===== config.mk =====
export PLATFORM = sky130hd
export DESIGN_NAME = cla_pipe_adder
export DESIGN_NICKNAME = d
export VERILOG_FILES = /design/src/rtl/cla_pkg.sv /design/src/rtl/cla_group.sv /design/src/rtl/cla_pipe_adder.sv
export SDC_FILE = /design/constraint.sdc
export NUM_CORES = 1
export LEC_CHECK = 0
export CAP_MARGIN = 20
export CORE_MARGIN = 2
export CORE_UTILIZATION = 25
export CTS_CLUSTER_SIZE = 8
export DETAILED_ROUTE_END_ITERATION = 7
export PLACE_DENSITY = 0.46
export SYNTH_ARGS = -nofsm -noshare
export SYNTH_HDL_FRONTEND = slang
export SYNTH_SLANG_ARGS = --single-unit

===== constraint.sdc =====
create_clock -name clk -period 5.1 [get_ports clk]
set_input_delay 1.275 -clock clk [delete_from_list [all_inputs] [get_ports clk]]
set_output_delay 1.275 -clock clk [all_outputs]
set_load 0.005 [all_outputs]

===== src/rtl/cla_pkg.sv =====
// Shared look-ahead helpers for the pipelined CLA: intra-group carry vector,
// group generate/propagate reduction and a configuration sanity check.
package cla_pkg;

  localparam int CLA_MAX_GS = 32;

  typedef logic [CLA_MAX_GS-1:0] grp_vec_t;

  typedef struct packed {
    logic g;
    logic p;
  } gp_t;

  function automatic bit cla_cfg_ok(input int n, input int gs);
    return (gs >= 2) && (gs <= CLA_MAX_GS) && (n >= gs) && ((n % gs) == 0);
  endfunction

  // c[i] is the carry out of bit i, expanded as a flat sum of products so
  // no bit waits on a rippled neighbour.
  function automatic grp_vec_t cla_carries(input grp_vec_t g, input grp_vec_t p,
                                           input logic cin, input int w);
    grp_vec_t c;
    logic     term;
    logic     pp;
    c = '0;
    for (int i = 0; i < CLA_MAX_GS; i++) begin
      if (i < w) begin
        term = 1'b0;
        pp   = 1'b1;
        for (int j = i; j >= 0; j--) begin
          term = term | (g[j] & pp);
          pp   = pp & p[j];
        end
        c[i] = term | (cin & pp);
      end
    end
    return c;
  endfunction

  function automatic gp_t cla_group_gp(input grp_vec_t g, input grp_vec_t p, input int w);
    gp_t      r;
    grp_vec_t c;
    c   = cla_carries(g, p, 1'b0, w);
    r.g = c[w-1];
    r.p = 1'b1;
    for (int i = 0; i < CLA_MAX_GS; i++) begin
      if (i < w) r.p = r.p & p[i];
    end
    return r;
  endfunction

endpackage


===== src/rtl/cla_group.sv =====
// Combinational GS-bit carry-look-ahead group: sum bits, group carry-out and
// the carry into the group MSB (used for signed overflow in the last group).
module cla_group
  import cla_pkg::*;
#(
  parameter int GS = 8
) (
  input  logic [GS-1:0] a,
  input  logic [GS-1:0] b,
  input  logic          cin,
  output logic [GS-1:0] sum,
  output logic          cout,
  output logic          c_msb_in
);

  grp_vec_t gv;
  grp_vec_t pv;
  grp_vec_t cv;
  gp_t      gp;
  logic     cv_unused;

  always_comb begin
    gv = '0;
    pv = '0;
    gv[GS-1:0] = a & b;
    pv[GS-1:0] = a ^ b;
    cv = cla_carries(gv, pv, cin, GS);
    gp = cla_group_gp(gv, pv, GS);
  end

  assign cout      = gp.g | (gp.p & cin);
  assign sum       = pv[GS-1:0] ^ {cv[GS-2:0], cin};
  assign c_msb_in  = cv[GS-2];
  // The group carry-out comes from G/P, so the top ripple carry is redundant.
  assign cv_unused = ^cv[CLA_MAX_GS-1:GS-1];

endmodule


===== src/rtl/cla_pipe_adder.sv =====
// Pipelined carry-look-ahead adder/subtractor: one GS-bit group per stage,
// inter-group carry registered, operands and partial sums skewed alongside.
module cla_pipe_adder
  import cla_pkg::*;
#(
  parameter int N  = 32,
  parameter int GS = 8
) (
  input  logic         clk,
  input  logic         rst,
  input  logic         in_valid,
  output logic         in_ready,
  input  logic         sub,
  input  logic [N-1:0] a,
  input  logic [N-1:0] b,
  input  logic         cin,
  output logic         out_valid,
  input  logic         out_ready,
  output logic [N-1:0] sum,
  output logic         cout,
  output logic         ovf
);

  localparam int STG = N / GS;

  if (!cla_cfg_ok(N, GS)) begin : g_cfg_check
    $error("cla_pipe_adder: N must be a multiple of GS with 2 <= GS <= %0d", CLA_MAX_GS);
  end

  // Handshake: an op transfers on in_valid & in_ready, a result on
  // out_valid & out_ready. The whole pipe advances together whenever the
  // output slot is empty or being drained, so in_ready is that same condition.
  logic         adv;
  logic [N-1:0] b_eff;

  logic         v_in   [STG];
  logic         c_in   [STG];
  logic [N-1:0] a_in   [STG];
  logic [N-1:0] b_in   [STG];
  logic [N-1:0] s_in   [STG];

  logic         v_q    [STG];
  logic         c_q    [STG];
  logic [N-1:0] a_q    [STG];
  logic [N-1:0] b_q    [STG];
  logic [N-1:0] s_q    [STG];

  logic [GS-1:0] g_sum  [STG];
  logic          g_cout [STG];
  logic          g_cmsb [STG];

  logic ovf_q;
  logic ops_unused;

  assign adv      = !out_valid || out_ready;
  assign in_ready = adv;
  assign b_eff    = sub ? ~b : b;

  for (genvar k = 0; k < STG; k++) begin : g_stage
    localparam int LO = k * GS;
    logic [N-1:0] s_nx;

    if (k == 0) begin : g_head
      assign v_in[k] = in_valid;
      assign c_in[k] = sub | cin;
      assign a_in[k] = a;
      assign b_in[k] = b_eff;
      assign s_in[k] = '0;
    end else begin : g_link
      assign v_in[k] = v_q[k-1];
      assign c_in[k] = c_q[k-1];
      assign a_in[k] = a_q[k-1];
      assign b_in[k] = b_q[k-1];
      assign s_in[k] = s_q[k-1];
    end

    cla_group #(.GS(GS)) u_group (
      .a        (a_in[k][LO +: GS]),
      .b        (b_in[k][LO +: GS]),
      .cin      (c_in[k]),
      .sum      (g_sum[k]),
      .cout     (g_cout[k]),
      .c_msb_in (g_cmsb[k])
    );

    always_comb begin
      s_nx = s_in[k];
      s_nx[LO +: GS] = g_sum[k];
    end

    always_ff @(posedge clk) begin
      if (rst) begin
        v_q[k] <= 1'b0;
        c_q[k] <= 1'b0;
        a_q[k] <= '0;
        b_q[k] <= '0;
        s_q[k] <= '0;
      end else if (adv) begin
        v_q[k] <= v_in[k];
        c_q[k] <= g_cout[k];
        a_q[k] <= a_in[k];
        b_q[k] <= b_in[k];
        s_q[k] <= s_nx;
      end
    end
  end

  // Overflow is carry-into-MSB xor carry-out-of-MSB, both in the last group.
  always_ff @(posedge clk) begin
    if (rst) begin
      ovf_q <= 1'b0;
    end else if (adv) begin
      ovf_q <= g_cout[STG-1] ^ g_cmsb[STG-1];
    end
  end

  // The final stage has no successor for its operand copies.
  assign ops_unused = ^{a_q[STG-1], b_q[STG-1]};

  assign out_valid = v_q[STG-1];
  assign sum       = s_q[STG-1];
  assign cout      = c_q[STG-1];
  assign ovf       = ovf_q;

endmodule


==> out/metrics.yaml <==
outcome:
  status: "completed"
placed_design:
  hpwl_um: 9570
  placed_cell_area_mm2: 0.00979
  gp_congestion: 0.750
  numPortBuffers: 105
timing:
  rsz0062_at_grt: "false"
  period_share_pct: 74.6
  fin_crit_ns: 3.81
  hold_violations: 0
  clock_skew_ns: 0.00972
  max_freq_ghz: 0.263
  tns_ns: 0
  maxSlewHeadroom_pct: 60.7
  setup_viol: 0
  finalMaxSlewViolations: 0
  worstMarginPinSlew_ns: 0.590
final_layout:
  antenna_cells: 0
  nets: 778
  fillers: 3211
  area_growth_pct: 26.7
  stdcell_area_mm2: 0.0104
  drive_gt1_share_pct: 7.59
  multiInputGateArea_mm2: 0.00255
  regArea_mm2: 0.00555
route:
  via_per_inst: 3.88
  route.final.wire_length_um: 14500
  ant_nets: 0
  num_vias: 4375
  route.detailed.drc: 0
  drtIter0Drc: 253
  drtPass1Iterations: 4
  routedWlPerCell_um: 12.8
logic_synthesis:
  netlist_area_mm2: 0.00820
  synth_edf_count: 184
  yosys_warnings: 0
  synth_area_leaders: "edfxtp_1 (67%), and2_1 (9.7%), ha_1 (4.9%)"
  synth-main-ff-cell: "edfxtp_1"
  async_flop_share_pct: 0
  synth_fp_nets: 672
  synthCells: 566
  yosysUniqueCellTypes: 45
  yosys.cell_count.top_type: "edfxtp_1"
  synth_top_cell_by_area: "edfxtp_1"
  ys_ff_latch: 185
  synth.avg_cell_area_um2: 14.5
  synth-seq-area-share_pct: 67.6
  synth_common_cells: "edfxtp_1 (184), and2_1 (127), nor2_1 (46), xnor2_1 (33), ha_1 (32)"
  yosysTopAreaCellShare_pct: 67.3
setup_path:
  cp-start-kind: "input port"
  criticalPathCategory: "in2out"
  worstPathArrival_ns: 2.53
  crit_fanout: 6
  cp-end-kind: "primary output"
  crit_required_ns: 3.83
power_and_ir_drop:
  pwr-share-comb_pct: 9.9
  seq_power_share_pct: 52.2
  p_clk_share_pct: 37.9
  internal_power_mw: 2.68
  power_switching_mw: 0.805
  ir_drop_uv: 205
  p_sw_share_pct: 23.1
  power.density_mw_per_mm2: 336
  leakage_nw: 4.15
grt:
  grt_pass1_vias: 4547
  grt_remaining_overflow: 0
  grt_pass1_wl_um: 23200
  antenna_found_initial: 0
  grt_max_degree: 81
  grt_usage_pct: 8.88
floorplan:
  die_area_mm2: 0.0343
  fp.dieH_um: 185
  fp.dieW_um: 185
  ios: 106
  start_util_pct: 25.3
  rows: 66
  core_area_mm2: 0.0325
clocking:
  clock_sinks: 185
  path_clk_slew_ns: 0.07
  htree_levels: 4
  ctsResizeCount: 0
  clock_latency_ns: 0.42
  root_buffer: "clkbuf_16"
  clock_path_buffers: 2
  cts_made_buffers: 17
  postCtsSetupBuffers: 0
  cts_tree: "built"
  hold_buffers: 0
hold_path:
  min_path_type: "reg2reg"
run:
  drv_cap: 0
[layout make-up]
type,count,area share [%]
sequential,185,53.4
multi-input combinational,354,24.6
timing repair buffer,111,10.9
tap,442,5.32
clock buffer,17,4.09
clock inverter,15,1.70
inverter,3,0.108
[layer usage]
layer	part of all wire [%]	vias up	global-route usage (%)
met2	48	62	14.6
li1	-	2222	-
met5	0	-	0
met3	2.8	8	2.14
met1	48	2083	11.3
met4	1.2	0	3.33
[through the flow]
| stage | utilization (%) | hold WS, ns | worst slack [ns] | instances | power (mW) |
|---|---|---|---|---|---|
| after floorplan | - | 0.497 | 0.872 | 566 | 2.06 |
| after global placement | 30.2 | 0.499 | 1.30 | 1095 | 2.20 |
| after detailed placement | 30.2 | 0.502 | 1.28 | 1095 | 2.21 |
| after CTS | 32.0 | 0.519 | 1.28 | 1127 | 3.55 |
| after global routing | 32.0 | 0.531 | 1.26 | 1127 | 3.65 |
| final | 32.0 | 0.516 | 1.29 | 1127 | 3.49 |
[flip-flops by register name, summed over array words and instances (netlist names)]
register	count
ovf	1
v_q	4
s_q	80
c_q	4
b_q	48
a_q	48
[layout by cell type, fill, tap and decap left out, types with 8 or more instances in the layout]
master,Yosys,routed
nand2_1,10,10
nor3_1,8,8
clkbuf_16,0,17
a21o_1,10,10
clkdlybuf4s50_1,0,104
nor2_1,46,46
ha_1,32,32
a21oi_1,11,11
xnor2_1,33,33
xor2_1,13,13
edfxtp_1,184,184
and2_1,127,127
[worst max-delay path, stage by stage]
cell             delay, ns
clkdlybuf4s50_1       0.46
nand2b_1              0.25
clkdlybuf4s50_1       0.55
[logic make-up after synthesis]
family	after synthesis	share of synthesized area, %
buffers and inverters	27	1.40
adders and majority gates	36	5.86
and+or+nand+nor	211	14.3
DFF	185	67.6
muxes	5	0.610
AOI/OAI and AO/OA	56	5.31
xor gates and xnor gates	46	4.91
[path summary, 6_finish.rpt]
path | from | endpoint | slack (ns) | depth (start not counted)
max | out_ready | in_ready | 1.29 | 3
min | s_q[2][13] | s_q[3][13] | 0.52 | 1
max reg2reg | a_q[0][8] | c_q[1] | 2.91 | 6
min reg2reg | s_q[2][13] | s_q[3][13] | 0.52 | 1
[power groups by stage]
stage | Clock, mW | Sequential, mW | Combinational (mW)
2_1_floorplan | 0 | 1.85 | 0.208
3_3_place_gp | 0 | 1.85 | 0.346
3_5_place_dp | 0 | 1.86 | 0.352
4_1_cts | 1.37 | 1.82 | 0.354
5_1_grt | 1.43 | 1.83 | 0.389
6_report | 1.32 | 1.82 | 0.347
Note: power is estimated with default switching activity, not from simulation.
